`src/rtl/bram_read_server.sv`:
```
// bram_read_server: valid/ready front end for one port of a dual-port BRAM.
// Requests become BRAM enable/write strobes in the same cycle. Reads are
// tracked through the BRAM's fixed latency and their data is captured in a
// small response FIFO. Read credits reserve a FIFO slot at accept time, so
// data coming back from the BRAM always has somewhere to land.
module bram_read_server #(
  parameter int ADDR_WIDTH = 1,
  parameter int DATA_WIDTH = 1,
  parameter int PIPELINED  = 1,
  parameter int RESP_DEPTH = 4
) (
  input  logic                  CLK,
  input  logic                  RST,
  input  logic                  REQ_VALID,
  output logic                  REQ_READY,
  input  logic                  REQ_WRITE,
  input  logic [ADDR_WIDTH-1:0] REQ_ADDR,
  input  logic [DATA_WIDTH-1:0] REQ_DATA,
  output logic                  RSP_VALID,
  input  logic                  RSP_READY,
  output logic [DATA_WIDTH-1:0] RSP_DATA,
  output logic                  BRAM_EN,
  output logic                  BRAM_WE,
  output logic [ADDR_WIDTH-1:0] BRAM_ADDR,
  output logic [DATA_WIDTH-1:0] BRAM_DI,
  input  logic [DATA_WIDTH-1:0] BRAM_DO
);

  // BRAM read latency: the output register adds one stage when pipelined.
  localparam int LAT = (PIPELINED != 0) ? 2 : 1;
  // Pointer width (RESP_DEPTH >= 2, so at least 1 bit) and counter width
  // wide enough to hold the value RESP_DEPTH itself.
  localparam int PW = $clog2(RESP_DEPTH);
  localparam int CW = $clog2(RESP_DEPTH + 1);
  localparam logic [CW-1:0] CRED_MAX = CW'(RESP_DEPTH);
  localparam logic [PW-1:0] PTR_LAST = PW'(RESP_DEPTH - 1);

  logic [CW-1:0]         credits_q, credits_d;
  logic [CW-1:0]         occ_q, occ_d;
  logic [PW-1:0]         wr_ptr_q, wr_ptr_d;
  logic [PW-1:0]         rd_ptr_q, rd_ptr_d;
  logic [LAT-1:0]        vld_pipe_q, vld_pipe_d;
  logic [DATA_WIDTH-1:0] fifo_q [2**PW];

  logic acc;     // request handshake this cycle
  logic rd_acc;  // accepted request is a read
  logic push;    // BRAM_DO holds read data this cycle
  logic pop;     // consumer takes the FIFO head

  // Pointers wrap at RESP_DEPTH, which need not be a power of two.
  function automatic logic [PW-1:0] ptr_inc(input logic [PW-1:0] p);
    return (p == PTR_LAST) ? '0 : p + 1'b1;
  endfunction

  // Writes also wait for a credit even though they never consume one, so
  // REQ_READY stays independent of the request type.
  assign REQ_READY = ~RST & (credits_q != '0);
  assign acc       = REQ_VALID & REQ_READY;
  assign rd_acc    = acc & ~REQ_WRITE;

  // The BRAM port is driven straight from the accepted request.
  assign BRAM_EN   = acc;
  assign BRAM_WE   = acc & REQ_WRITE;
  assign BRAM_ADDR = REQ_ADDR;
  assign BRAM_DI   = REQ_DATA;

  // The oldest in-flight read reaches the end of the pipe exactly when its
  // data is on BRAM_DO.
  assign push = vld_pipe_q[LAT-1];

  // Response side: head of FIFO, masked during reset.
  assign RSP_VALID = ~RST & (occ_q != '0);
  assign pop       = RSP_VALID & RSP_READY;
  assign RSP_DATA  = fifo_q[rd_ptr_q];

  // Next-state for credits, occupancy and FIFO pointers.
  always_comb begin
    credits_d = credits_q;
    occ_d     = occ_q;
    wr_ptr_d  = wr_ptr_q;
    rd_ptr_d  = rd_ptr_q;
    // A read takes a credit; a pop returns one; both together cancel.
    case ({rd_acc, pop})
      2'b10:   credits_d = credits_q - 1'b1;
      2'b01:   credits_d = credits_q + 1'b1;
      default: credits_d = credits_q;
    endcase
    // Push and pop together leave occupancy unchanged, even when full.
    case ({push, pop})
      2'b10:   occ_d = occ_q + 1'b1;
      2'b01:   occ_d = occ_q - 1'b1;
      default: occ_d = occ_q;
    endcase
    if (push) wr_ptr_d = ptr_inc(wr_ptr_q);
    if (pop)  rd_ptr_d = ptr_inc(rd_ptr_q);
  end

  // In-flight valid shift register, one stage per cycle of BRAM latency.
  always_comb begin
    vld_pipe_d    = '0;
    vld_pipe_d[0] = rd_acc;
    for (int i = 1; i < LAT; i++) vld_pipe_d[i] = vld_pipe_q[i-1];
  end

  // Control state; reset drops in-flight reads and FIFO contents silently.
  always_ff @(posedge CLK) begin
    if (RST) begin
      credits_q  <= CRED_MAX;
      occ_q      <= '0;
      wr_ptr_q   <= '0;
      rd_ptr_q   <= '0;
      vld_pipe_q <= '0;
    end else begin
      credits_q  <= credits_d;
      occ_q      <= occ_d;
      wr_ptr_q   <= wr_ptr_d;
      rd_ptr_q   <= rd_ptr_d;
      vld_pipe_q <= vld_pipe_d;
    end
  end

  // Response storage: captures BRAM_DO at the tail when a read lands.
  always_ff @(posedge CLK) begin
    if (push) fifo_q[wr_ptr_q] <= BRAM_DO;
  end

endmodule

```
`config.mk`:
```
export PLATFORM = sky130hd
export DESIGN_NAME = bram_read_server
export DESIGN_NICKNAME = d
export VERILOG_FILES = /design/src/rtl/bram_read_server.sv
export SDC_FILE = /design/constraint.sdc
export NUM_CORES = 1
export LEC_CHECK = 0
export CORE_UTILIZATION = 50
export CTS_CLUSTER_DIAMETER = 60
export DETAILED_ROUTE_END_ITERATION = 12
export PLACE_DENSITY = 0.85
export SKIP_LAST_GASP = 1
export SYNTH_ARGS = -nofsm -noshare
export SYNTH_HDL_FRONTEND = slang
export SYNTH_SLANG_ARGS = --single-unit
```
`constraint.sdc`:
```
create_clock -name CLK -period 2.75 [get_ports CLK]
set_input_delay 0.6875 -clock CLK [delete_from_list [all_inputs] [get_ports CLK]]
set_output_delay 0.6875 -clock CLK [all_outputs]
set_load 0.005 [all_outputs]
```
==> summary.md, run 1 <==
| Metric | Value |
|---|---|
| Top-Level Pins | `15` |
| Pwr Density | `459 mW/mm²` |
| Synth warn | `0` |
| Asr flop ratio synth | `0` |
| Commonest cells post-synth | `14 x dfxtp_1, 10 x nor2_1, 7 x ha_1, 7 x inv_1, 5 x and2_1` |
| Final min period | `2.61 ns` |
| Drt total wl | `1210 µm` |
| Post-synth cell types | `23` |
| Outcome | `complete, but fails checks` |
| Flops & latches, synth | `18` |
| Clock Sinks | `18` |
| DRT iter0 DRCs | `6` |
| Compound-cell area share of the yosys netlist | `0.0289` |
| CTS hold repair buffers | `0` |
| Fraction of layout cells with a size suffix above 1 | `0.126` |
| Area leader, netlist | `dfxtp_1` |
| Antenna-violating nets left | `0` |
| Fmax | `383 MHz` |
| CP Max Fanout | `4` |
| Clock root buffer | `clkbuf_4` |
| Area contributors post-synth | `dfxtp_1 32%, edfxtp_1 14%, ha_1 10%, fa_1 4.6%, nor2_1 4.3%` |
| Synth Area per Inst | `11.0 µm²` |
| H-tree Lvls | `1` |
| EDFF count, synth | `4` |
| Area delta synth->final | `19.8%` |
| Total GRT Usage | `0.147` |
| Die area | `0.00190 mm²` |
| Postcts setup bufs | `0` |
| Initial Utilization | `0.556` |
| Clock Latency Late Sink | `0.28 ns` |
| Post-Route Utilization | `0.666` |
| Mux cell area share after synthesis | `0.0750` |
| Vias in the first global route | `507` |
| Site Rows | `14` |
| Setup violators final | `0` |
| Syn Nets | `96` |
| GPL Wtd Cong | `0.664` |
| Post-synthesis simple-gate area fraction | `0.195` |
| HP Class | `reg -> reg` |
| Core box area | `0.00156 mm²` |
| Most frequent cell after synthesis | `dfxtp_1` |
| CTS max path bufs | `2` |
| Vias post-DR | `545` |
| CTS Buf Count | `3` |
| Buffers on Ports | `10` |
| Max-cap violation count | `0` |
| Primary FF master, synth | `dfxtp_1` |
| Total leakage power | `0.429 nW` |
| Total grt overflow | `0` |
| Worst-path clk slew | `0.10 ns` |
| Main combinational cell family by area after synthesis | `simple AND/OR/NAND/NOR gates` |
| Critical Path End Type | `output pin` |
| Fin. Hold Viols | `0` |
| Mapped Cells | `79` |
| Initial antenna violation count | `0` |
| Crit share post-route | `0.950` |
| Y dimension of the die | `43.6 µm` |
| Largest net degree at the start of global routing | `13` |
| Die width | `43.6 µm` |
| Slew headroom | `0.795` |
| Post-synthesis sequential area ratio | `0.462` |
| Via/cell ratio | `4.91` |
| First-pass GRT wire length | `2010 µm` |
| Synth Area in Adders | `0.147` |
| Failing checks | `design-rule violations` |
| Post-synthesis xor/xnor area fraction | `0.0404` |
| DR WL/cell | `10.9 µm` |
| DRC Markers | `2` |
| CTS resizes | `2` |
| Fillers | `120` |
| Diodes inserted | `0` |
| CTS tree | `done` |
| First drt pass iteration count | `7` |
| Worst Tran Pin Value | `0.304 ns` |
| RSZ-0062 raised after global routing | `false` |
| Worst EP required | `2.06 ns` |
| Post-synth top area share | `0.323` |
| Slew Limit Fails | `0` |
| HPWL Detailed | `953 µm` |
| Clk_skew | `0.00376 ns` |
| Min Hold Slack | `0.455 ns` |
| Arr. time, crit path | `1.93 ns` |
| Maximum VDD drop | `0.352 mV` |
| Crit Path Class | `in -> out` |
| Netlist area before placement | `867 µm²` |
| Final #Nets | `113` |
| Startpoint types | `primary input` |
## layout by cell type (no fill, tap or decap), drive strengths merged
master         netlist  routed
and2                 5       5
o21ai                2       2
xor2                 4       4
mux2                 2       2
nor3                 3       3
dlygate4sd2          0       1
nor2                10      10
dfxtp               14      14
buf                  2       5
ha                   7       7
nor2b                4       4
edfxtp               4       4
nor3b                3       3
fa                   2       2
clkbuf               1       3
clkdlybuf4s50        0       8
clkinv               0       1
inv                  7       7
or3b                 1       1
dlymetal6s2s         0       1
nand2b               1       1
mux4                 1       1
or3                  1       1
mux2i                2       2
a21oi                3       3
## power breakdown
group	switching, mW	internal [mW]
combinational	0.0267	0.0360
clock	0.0744	0.0526
sequential	0.00809	0.279
## kinds of logic after synthesis
group / Yosys count
XOR/XNOR: 4
multiplexers: 5
buffers and inverters: 10
flip-flops: 18
AO/OA/AOI/OAI: 5
adder cells (fa/ha/maj): 9
AND/OR/NAND/NOR: 28
## worst paths after layout
path	cells past startpoint	startpoint	endpoint	slack, ns
min reg2reg	1	vld_pipe_q[0]	vld_pipe_q[1]	0.46
max reg2reg	10	credits_q[1]	credits_q[2]	0.45
max	4	REQ_VALID	BRAM_EN	0.14
min	1	vld_pipe_q[0]	vld_pipe_q[1]	0.46
## critical path: stages
cell             delay (ns)
clkdlybuf4s50_1        0.45
nor3b_2                0.15
buf_4                  0.14
clkdlybuf4s50_1        0.50
## metrics by stage
| step | power [mW] | std cells | cell area (µm²) | setup WS (ns) | TNS, ns |
|---|---|---|---|---|---|
| global route | 0.502 | 111 | 1040 | 0.0547 | 0 |
| detailed placement | 0.356 | 107 | 1010 | -0.167 | -0.355 |
| floorplan | 0.329 | 79 | 867 | 0.480 | 0 |
| CTS | 0.485 | 111 | 1040 | 0.0215 | 0 |
| finish | 0.477 | 111 | 1040 | 0.136 | 0 |
| global placement | 0.355 | 107 | 1010 | -0.141 | -0.274 |
## final cells by class
type	count	area, µm²	share of cell area
multi-input cells	51	427	0.411
flip-flops and latches	18	400	0.386
repair buffers	15	139	0.134
inverters	7	26.3	0.0253
clock buffers	3	22.5	0.0217
well taps	16	20.0	0.0193
clock inverters	1	3.75	0.00361
## layer usage
metal	GRT usage	wire length, µm	vias to the layer above
met5	0	0	-
met4	0.0938	9	0
met3	0.0250	57	2
met2	0.230	543	9
met1	0.187	602	244
li1	-	-	290
Note: power is estimated with default switching activity, not from simulation.
==> inputs of run 2 (changes only) <==
Settings changed: CORE_ASPECT_RATIO from default to 0.75.
==> summary.md, run 2 (same netlist as run 1, synthesis figures left out) <==
| Metric | Value |
|---|---|
| Slew Limit Fails | `0` |
| Y dimension of the die | `38.1 µm` |
| Largest net degree at the start of global routing | `11` |
| Setup_tns | `0 ns` |
| Worst Tran Pin Value | `0.434 ns` |
| DRT iter0 DRCs | `11` |
| Vias post-DR | `595` |
| Critical path cell sequence | `clkdlybuf4s50_1, nor3b_4, clkdlybuf4s50_1` |
| First drt pass iteration count | `5` |
| HP Class | `reg -> reg` |
| Via/cell ratio | `5.09` |
| Setup violators final | `0` |
| Max-cap violation count | `0` |
| CP max stage delay | `0.53 ns` |
| Most frequent cells in the layout | `14 x dfxtp_1, 10 x nor2_1, 8 x clkdlybuf4s50_1` |
| Crit Path Class | `in -> out` |
| Fin. Hold Viols | `0` |
| Diodes inserted | `0` |
| Total GRT Usage | `0.170` |
| First-pass GRT wire length | `2240 µm` |
| Clock Latency Late Sink | `0.29 ns` |
| CTS tree | `done` |
| Post-Route Utilization | `0.684` |
| CTS hold repair buffers | `0` |
| Post-Place Cells | `113` |
| Slowest CP cell | `clkdlybuf4s50_1` |
| Total leakage power | `0.433 nW` |
| Startpoint types | `primary input` |
| Die width | `50.1 µm` |
| Core box area | `0.00155 mm²` |
| RSZ-0062 raised after global routing | `false` |
| Area delta synth->final | `22.1%` |
| Arr. time, crit path | `1.90 ns` |
| Clock Sinks | `18` |
| CP Max Fanout | `4` |
| GPL Wtd Cong | `0.739` |
| Setup slack at placement | `-0.228 ns` |
| Non-filler instance count after layout | `117` |
| Clk_skew | `0.00890 ns` |
| DR WL/cell | `11.6 µm` |
| Critical Path End Type | `output pin` |
| Power Total | `484 µW` |
| Worst setup margin | `0.164 ns` |
| Total grt overflow | `0` |
| Die area | `0.00191 mm²` |
| Clock root buffer | `clkbuf_4` |
| Pwr Density | `457 mW/mm²` |
| Worst-path clk slew | `0.09 ns` |
| Crit share post-route | `0.940` |
| Fmax | `387 MHz` |
| Initial antenna violation count | `0` |
| HPWL Detailed | `1100 µm` |
| H-tree Lvls | `1` |
| Final min period | `2.59 ns` |
| Initial Utilization | `0.561` |
| Worst path most repeated cell | `clkdlybuf4s50_1` |
| Worst EP required | `2.06 ns` |
| Antenna-violating nets left | `0` |
| DRC Markers | `0` |
| Buffers on Ports | `10` |
| Maximum VDD drop | `0.385 mV` |
| CTS max path bufs | `2` |
| Commonest non-fill, non-tap cell in the layout | `dfxtp_1` |
| Drt total wl | `1350 µm` |
| CTS Buf Count | `3` |
| Site Rows | `12` |
| Vias in the first global route | `551` |
| Top-Level Pins | `15` |
| Outcome | `complete, no violations` |
| Fraction of layout cells with a size suffix above 1 | `0.135` |
| Slew headroom | `0.708` |
| Final #Nets | `114` |
-- run 2: cell count changes in the layout (fill, tap and decap cells not counted), sizes merged --
cell	before	now
clkbuf	3	4
buf	5	6
clkinv	1	0
-- run 2: where the power goes --
group | switching [mW] | leakage (nW) | internal, mW
sequential | 0.00854 | 0.150 | 0.279
combinational | 0.0280 | 0.269 | 0.0374
clock | 0.0743 | 0.0150 | 0.0563
-- run 2: layout make-up --
class	instances	area (µm²)
Fill cell	117	488
Tap cell	21	26.3
Timing Repair Buffer	16	146
Multi-Input combinational cell	51	433
Sequential cell	18	400
Inverter	7	26.3
Clock buffer	4	26.3
-- run 2: worst max-delay path, delay by kind of cell --
kind / cells / cell delay [ns]
buf+inv: 2 / 0.99
simple gates: 1 / 0.22
-- run 2: final timing paths --
path	cells after the start	from	to	slack, ns
worst max-delay path	3	REQ_VALID	BRAM_EN	0.16
worst min register to register	1	vld_pipe_q[0]	vld_pipe_q[1]	0.45
worst min-delay path	1	vld_pipe_q[0]	vld_pipe_q[1]	0.45
worst max register to register	9	credits_q[1]	credits_q[2]	0.51
-- run 2: layer usage --
layer,vias to the layer above,share of wire,global-route usage,wire (µm)
met5,-,0,0,0
met4,0,0,0.0429,0
met1,277,0.41,0.181,555
met2,24,0.52,0.313,704
li1,294,-,-,-
met3,0,0.070,0.0714,95
-- run 2: what timing repair did --
action | in CTS | in global routing
resized for setup | 2 | 2
endpoints found under the setup margin | 3 | 1
pin swaps | 1 | 1
setup buffers | 0 | 0
endpoints found under the hold margin | 0 | 0
-- run 2: metrics by stage --
step	area [µm²]	hold slack (ns)
global route	1060	0.482
global placement	1020	0.418
CTS	1050	0.456
finish	1060	0.452
detailed placement	1020	0.434
floorplan	867	0.414
==> inputs of run 3 (changes only) <==
Settings changed: CORE_UTILIZATION 50 to 45, PLACE_DENSITY 0.85 to 0.79, TNS_END_PERCENT from default to 5.
==> summary.md, run 3 (same netlist as run 1, synthesis figures left out) <==
| Metric | Value |
|---|---|
| Fmax | `362 MHz` |
| Fillers | `165` |
| HPWL Detailed | `1040 µm` |
| Uppermost layer routed | `met4` |
| Bufs and invs on worst path | `4` |
| Worst setup margin | `-0.0106 ns` |
| Total leakage power | `0.438 nW` |
| Max-cap violation count | `0` |
| RSZ-0062 raised after global routing | `true` |
| Crit Path Class | `in -> out` |
| Routed wl met3 | `86 µm` |
| CP Max Fanout | `3` |
| Post-Place Cells | `114` |
| WL met1 | `641 µm` |
| First drt pass iteration count | `4` |
| Post-Route Utilization | `0.598` |
| Critical path cell sequence | `clkdlybuf4s50_1, nor3b_2, buf_4, buf_4, clkdlybuf4s50_1` |
| First-pass GRT wire length | `2390 µm` |
| Power Total | `488 µW` |
| Final min period | `2.76 ns` |
| Buffers on Ports | `10` |
| Area delta synth->final | `22.4%` |
| Die area | `0.00211 mm²` |
| DRT iter0 DRCs | `4` |
| Outcome | `complete, but fails checks` |
| Vias post-DR | `557` |
| Core box area | `0.00177 mm²` |
| Commonest non-fill, non-tap cell in the layout | `dfxtp_1` |
| Crit share post-route | `1.00` |
| Clock root buffer | `clkbuf_4` |
| Top-Level Pins | `15` |
| GPL Wtd Cong | `0.743` |
| Total grt overflow | `0` |
| Worst Tran Pin Value | `0.363 ns` |
| Site Rows | `13` |
| CP max stage delay | `0.49 ns` |
| DRC Markers | `0` |
| Critical Path End Type | `output pin` |
| H-tree Lvls | `1` |
| Non-filler instance count after layout | `119` |
| DR WL/cell | `11.7 µm` |
| Initial antenna violation count | `0` |
| Clock Latency Late Sink | `0.29 ns` |
| Drt total wl | `1390 µm` |
| Total GRT Usage | `0.172` |
| Vias in the first global route | `571` |
| Fin. Hold Viols | `0` |
| Failing checks | `negative setup slack` |
| Clock Sinks | `18` |
| Worst-path clk slew | `0.10 ns` |
| HP Class | `reg -> reg` |
| Setup slack at placement | `-0.243 ns` |
| Initial Utilization | `0.489` |
| Clk_skew | `0.00355 ns` |
| Maximum VDD drop | `0.277 mV` |
| Setup violators final | `1` |
| Diodes inserted | `0` |
| Y dimension of the die | `40.0 µm` |
| CTS tree | `done` |
| Largest net degree at the start of global routing | `12` |
| Final #Nets | `115` |
| Startpoint types | `primary input` |
| Arr. time, crit path | `2.07 ns` |
| Met2 wire len | `645 µm` |
| Antenna-violating nets left | `0` |
| Slowest CP cell | `clkdlybuf4s50_1` |
| Die width | `52.7 µm` |
| Largest delay share family, worst path | `buffers and inverters` |
| Worst EP required | `2.06 ns` |
| Slew Limit Fails | `0` |
| CTS Buf Count | `3` |
| Slew headroom | `0.756` |
| Pwr Density | `460 mW/mm²` |
| Via/cell ratio | `4.68` |
| Fraction of layout cells with a size suffix above 1 | `0.144` |
| CTS hold repair buffers | `0` |
| CTS max path bufs | `2` |
| Most frequent cells in the layout | `14 x dfxtp_1, 10 x nor2_1, 8 x clkdlybuf4s50_1` |
| Internal reg-to-reg setup slack | `0.26 ns` |
run 3: timing repair:
item	in CTS	in global routing
resized for setup	2	1
buffers inserted	0	1
pin swaps	0	0
setup endpoints to repair	4	1
run 3: through the flow:
stage | TNS, ns | instance area [µm²] | hold slack (ns)
finish | -0.0106 | 1060 | 0.448
global route | -0.0715 | 1060 | 0.461
CTS | 0 | 1050 | 0.453
detailed placement | -0.479 | 1020 | 0.430
global placement | -0.262 | 1020 | 0.420
floorplan | 0 | 867 | 0.414
run 3: area by class of cell:
class	instances	area, µm²	area share
clock inverter	1	3.75	0.00354
tap	22	27.5	0.0259
sequential	18	400	0.377
multi-input combinational	51	427	0.402
clock buffer	3	22.5	0.0212
inverter	7	26.3	0.0248
timing repair buffer	17	154	0.145
run 3: report_power, final:
group | switching [mW] | internal, mW | leakage [nW] | total, mW
Combinational | 0.0281 | 0.0383 | 0.273 | 0.0665
Sequential | 0.00828 | 0.279 | 0.150 | 0.287
Clock | 0.0812 | 0.0529 | 0.0154 | 0.134
run 3: worst paths after layout:
check                                    from            end  depth (start not counted)
worst max register to register   credits_q[1]   credits_q[2]                         11
worst min-delay path            vld_pipe_q[0]  vld_pipe_q[1]                          1
worst min register to register  vld_pipe_q[0]  vld_pipe_q[1]                          1
worst max-delay path                REQ_VALID        BRAM_EN                          5
run 3: layer usage:
metal  track usage  up-vias
met5             0        -
met4        0.0855        0
met3        0.0758        4
met2         0.304       13
met1         0.179      248
li1              -      292
